$ cat src/rtl/bcd_pkg.sv
// Shared definitions for the BCD conversion blocks: default sizes, the FSM
// state encoding and the digit-select width helper.
package bcd_pkg;

    localparam int NDIG_DEF = 4;
    localparam int BW_DEF   = 14;
    localparam int DIG_W    = 4;

    typedef enum logic [1:0] {
        ST_IDLE = 2'd0,
        ST_CONV = 2'd1,
        ST_DONE = 2'd2
    } state_t;

    // Width of a counter that selects one of ndig digits (at least one bit).
    function automatic int sel_width(input int ndig);
        return (ndig > 1) ? $clog2(ndig) : 1;
    endfunction

endpackage

$ cat src/rtl/mul10_add.sv
// Combinational acc*10 + digit at BW bits, with an invalid-digit flag.
module mul10_add
    import bcd_pkg::*;
#(
    parameter int BW = BW_DEF
) (
    input  logic [BW-1:0]    acc,
    input  logic [DIG_W-1:0] digit,
    output logic [BW-1:0]    result,
    output logic             bad_digit
);

    // Shift-and-add multiply by ten; any carry beyond BW bits is dropped.
    always_comb begin
        result    = (acc << 3) + (acc << 1) + BW'(digit);
        bad_digit = (digit > 4'd9);
    end

endmodule

$ cat src/rtl/bcd_to_bin.sv
// Sequential packed-BCD to binary converter, one digit per cycle, MSD first.
module bcd_to_bin
    import bcd_pkg::*;
#(
    parameter int NDIG = NDIG_DEF,
    parameter int BW   = BW_DEF
) (
    input  logic                  clk,
    input  logic                  rst,
    input  logic                  start,
    input  logic [DIG_W*NDIG-1:0] bcd_in,
    output logic                  ready,
    output logic                  busy,
    output logic                  done,
    output logic [BW-1:0]         bin_out,
    output logic                  err
);

    localparam int CW = sel_width(NDIG);

    state_t                  state_q, state_d;
    logic [DIG_W*NDIG-1:0]   bcd_q, bcd_d;
    logic [BW-1:0]           acc_q, acc_d;
    logic [CW-1:0]           cnt_q, cnt_d;
    logic                    errf_q, errf_d;
    logic [BW-1:0]           bin_q, bin_d;
    logic                    err_q, err_d;
    logic                    done_q, done_d;

    logic [DIG_W-1:0]        digit;
    logic [BW-1:0]           mul_res;
    logic                    dig_bad;

    // Select the digit addressed by the down-counter.
    always_comb begin
        digit = bcd_q[DIG_W*cnt_q +: DIG_W];
    end

    mul10_add #(
        .BW(BW)
    ) u_mul10_add (
        .acc      (acc_q),
        .digit    (digit),
        .result   (mul_res),
        .bad_digit(dig_bad)
    );

    // Next-state and datapath updates for IDLE -> CONV -> DONE.
    always_comb begin
        state_d = state_q;
        bcd_d   = bcd_q;
        acc_d   = acc_q;
        cnt_d   = cnt_q;
        errf_d  = errf_q;
        bin_d   = bin_q;
        err_d   = err_q;
        done_d  = 1'b0;
        case (state_q)
            ST_IDLE: begin
                if (start) begin
                    bcd_d   = bcd_in;
                    acc_d   = '0;
                    errf_d  = 1'b0;
                    cnt_d   = CW'(NDIG - 1);
                    state_d = ST_CONV;
                end
            end
            ST_CONV: begin
                acc_d  = mul_res;
                errf_d = errf_q | dig_bad;
                cnt_d  = cnt_q - CW'(1);
                if (cnt_q == '0) begin
                    state_d = ST_DONE;
                end
            end
            ST_DONE: begin
                bin_d   = errf_q ? '0 : acc_q;
                err_d   = errf_q;
                done_d  = 1'b1;
                state_d = ST_IDLE;
            end
            default: begin
                state_d = ST_IDLE;
            end
        endcase
    end

    // State and datapath registers with synchronous reset.
    always_ff @(posedge clk) begin
        if (rst) begin
            state_q <= ST_IDLE;
            bcd_q   <= '0;
            acc_q   <= '0;
            cnt_q   <= '0;
            errf_q  <= 1'b0;
            bin_q   <= '0;
            err_q   <= 1'b0;
            done_q  <= 1'b0;
        end else begin
            state_q <= state_d;
            bcd_q   <= bcd_d;
            acc_q   <= acc_d;
            cnt_q   <= cnt_d;
            errf_q  <= errf_d;
            bin_q   <= bin_d;
            err_q   <= err_d;
            done_q  <= done_d;
        end
    end

    // Status decode and registered result outputs.
    always_comb begin
        ready   = (state_q == ST_IDLE);
        busy    = (state_q == ST_CONV);
        done    = done_q;
        bin_out = bin_q;
        err     = err_q;
    end

endmodule

$ cat config.mk
export PLATFORM = sky130hd
export DESIGN_NAME = bcd_to_bin
export DESIGN_NICKNAME = d
export VERILOG_FILES = /design/src/rtl/bcd_pkg.sv /design/src/rtl/mul10_add.sv /design/src/rtl/bcd_to_bin.sv
export SDC_FILE = /design/constraint.sdc
export NUM_CORES = 1
export LEC_CHECK = 0
export CAP_MARGIN = 20
export CORE_MARGIN = 2
export CORE_UTILIZATION = 49
export DETAILED_ROUTE_END_ITERATION = 10
export PLACE_DENSITY = 0.73
export SYNTH_ARGS = -nofsm -noshare
export SYNTH_HDL_FRONTEND = slang
export SYNTH_HIERARCHICAL = 1
export SYNTH_SLANG_ARGS = --single-unit
$ cat constraint.sdc
create_clock -name clk -period 3.1 [get_ports clk]
set_clock_uncertainty 0.1 [all_clocks]
set_input_delay 0.465 -clock clk [delete_from_list [all_inputs] [get_ports clk]]
set_output_delay 0.465 -clock clk [all_outputs]
set_load 0.1 [all_outputs]
==> results of run 1 <==
critical path, stage by stage, from the launching register on:
cell	delay, ns
dfxtp_4	0.38
buf_6	0.11
mux4_2	0.54
ha_4	0.19
ha_4	0.16
fa_2	0.39
a21o_1	0.20
nand4_1	0.11
nand3_2	0.11
a211oi_2	0.29
xnor2_1	0.11
a22oi_1	0.18
nor2_1	0.05
placed cells by master (no fill, tap or decap), types with 2 or more instances in the layout:
cell             netlist  layout
ha_4                   0       4
a21oi_1               40      39
a21o_1                 2       2
inv_1                 11       9
mux4_2                 4       4
nor2_1                19      19
xnor2_1                6       6
o21ai_0                4       4
nand3_2                1       2
dfxtp_1               51      50
xor2_1                 5       5
clkdlybuf4s50_1        0      18
inv_2                  0       2
clkbuf_8               0       6
buf_4                  3      26
a22oi_1               14      14
ha_1                  23      19
nand3_1                5       4
and2b_1                3       3
nand2_1               48      48
a31oi_1                3       3
nand3b_1              14      14
flip-flops by register name, summed over array words and instances (netlist names):
register / flops
bcd_q: 16
acc_q: 14
bin_out: 14
cnt_q: 2
state_q: 2
done: 1
err: 1
errf_q: 1
routing by layer:
| layer | global-route usage, % | share of wire (%) |
|---|---|---|
| met3 | 3.60 | 4.7 |
| met1 | 24.7 | 41 |
| met5 | 0 | 0 |
| met2 | 35.7 | 52 |
| met4 | 5.89 | 2.1 |
stage by stage:
stage          total power, uW  TNS [ns]  hold WS [ns]
6_report                  1320         0         0.356
3_3_place_gp               900         0         0.340
5_1_grt                   1380   -0.0662         0.381
3_5_place_dp               905   -0.0619         0.346
2_1_floorplan              856         0         0.333
4_1_cts                   1310         0         0.360
Yosys cell counts, types with 3 or more instances:
cell type / instances
dfxtp_1: 51
nand2_1: 48
a21oi_1: 40
ha_1: 23
nor2_1: 19
a22oi_1: 14
nand3b_1: 14
inv_1: 11
clkbuf_1: 7
xnor2_1: 6
buf_2: 5
buf_6: 5
nand3_1: 5
xor2_1: 5
mux4_2: 4
o21ai_0: 4
a31oi_1: 3
and2b_1: 3
buf_4: 3
worst paths after layout:
kind / depth (start not counted) / endpoint / slack (ns) / start
max: 12 / acc_q[12]$_SDFFE_PP0P_ / 0.06 / cnt_q[0]$_SDFFE_PP0P_
max reg2reg: 12 / acc_q[12]$_SDFFE_PP0P_ / 0.06 / cnt_q[0]$_SDFFE_PP0P_
min: 2 / bin_out[0]$_SDFFE_PP0P_ / 0.36 / bin_out[0]$_SDFFE_PP0P_
min reg2reg: 2 / bin_out[0]$_SDFFE_PP0P_ / 0.36 / bin_out[0]$_SDFFE_PP0P_
repair_timing:
action                     CTS  global route
pin swaps                    0            13
buffers inserted             0             5
setup endpoints to repair    2             7
resized for setup            2            13
kinds of logic after synthesis:
group | Yosys count
multiplexers | 5
AO/OA/AOI/OAI | 72
flip-flops | 51
XOR/XNOR | 11
adder cells (fa/ha/maj) | 25
AND/OR/NAND/NOR | 99
buffers and inverters | 32
power breakdown:
part / switching [uW] / internal [uW]
combinational: 120 / 89.4
sequential: 21.9 / 678
clock: 225 / 183
total: 368 / 949
layout make-up:
cell class / count / share of cell area (%)
multi-input cells: 212 / 48.2
well taps: 70 / 2.77
flip-flops and latches: 51 / 32.4
clock inverters: 2 / 0.514
repair buffers: 45 / 12.2
inverters: 11 / 1.31
clock buffers: 6 / 2.61
==> flow_summary.json, run 1 <==
{
  "cts.sinks": 51,
  "hold_path_class": "reg -> reg",
  "period_needed_ns": 3.04,
  "num_vias": 2199,
  "initial_core_util_pct": 51.3,
  "post_dp_cell_area_um2": 2950,
  "synthDistinctLibCells": 42,
  "clock_path_buffers": 2,
  "grt_start_max_net_pins": 52,
  "crit_arrival_ns": 3.13,
  "synthMuxAreaShare_pct": 3.77,
  "cts_made_buffers": 5,
  "yosysWarnings": 6,
  "synthesis.instances": 295,
  "io_buffers": 36,
  "die_y_um": 77.6,
  "synth_edf_count": 0,
  "synth_top_family_by_area": "simple AND/OR/NAND/NOR gates",
  "post-route-util_pct": 61.1,
  "grt_overflow": 0,
  "n_fill_cell": 461,
  "ys.flop_type": "dfxtp_1",
  "clk_pin_slew_ns": 0.10,
  "hold_buffers": 0,
  "clk_latency_ns": 0.31,
  "hold_violations": 0,
  "setup_viol": 0,
  "syn_nets": 339,
  "setup_ws_ns": 0.0564,
  "rows": 26,
  "grt_pass1_vias": 2064,
  "maxCapViolCount": 0,
  "yosysTopAreaCell": "dfxtp_1",
  "track_usage_pct": 20.1,
  "htree_levels": 2,
  "startpoint_type": "flop",
  "crit_type": "reg -> reg",
  "drt_iter0_markers": 152,
  "syn_to_final_growth_pct": 19.1,
  "ys_ff_latch": 51,
  "multi_input_area_um2": 1520,
  "synthSimpleGateAreaFrac_pct": 18.4,
  "drt_wl_total_um": 5960,
  "drc": 0,
  "cts_tree": "yes",
  "required_ns": 3.19,
  "gp_congestion": 0.839,
  "seqCellArea_um2": 1020,
  "ys_seq_area_share_pct": 38.5,
  "place_inst": 384,
  "drive_gt1_share_pct": 17.1,
  "end_kind": "flop",
  "async_flop_share_pct": 0,
  "slew_headroom_pct": 51.2,
  "final_cells": 397,
  "fin_area_um2": 3160,
  "antenna_found_initial": 0,
  "synth_fa_ha_area_share_pct": 12.4,
  "die_area_um2": 6020,
  "fmax_mhz": 329,
  "avgViaCountPerCell": 5.54,
  "io_pins": 37,
  "synth_compound_area_share_pct": 16.7,
  "powerDensity_nw_per_um2": 417,
  "core_region_area_um2": 5170,
  "syn_area_per_cell_um2": 9.00,
  "final_nets": 370,
  "ant_nets": 0,
  "n_antenna_cell": 0,
  "clock-root-buffer": "clkbuf_8",
  "syn-cell-area_um2": 2650,
  "drv_slew": 0,
  "finalCritPeriodShare_pct": 98.2,
  "grt_first_pass_wirelength_um": 9710,
  "dp_hpwl_um": 4030,
  "post_synth_xor_area_fraction_pct": 3.63,
  "p_leak_uw": 0.00132,
  "status": "completed",
  "wl_per_cell_um": 15.0,
  "yosys.area.top_type_share_pct": 38.5,
  "yosys-top-cells-area": "dfxtp_1 (38%), ha_1 (11%), a21oi_1 (7.5%)",
  "cp_max_fo": 4,
  "dr.pass1.iters": 4,
  "tightest_slew_ns": 0.732,
  "dp_slack_ns": -0.0553,
  "peakVddDrop_uv": 221,
  "die_x_um": 77.6
}
(Power assumes the default switching activity.)
==> run 2: changes to the inputs <==
- CAP_MARGIN: 20 -> 30
==> results of run 2 <==
No change in the layout: final DEF, timing and power equal those of run 1.
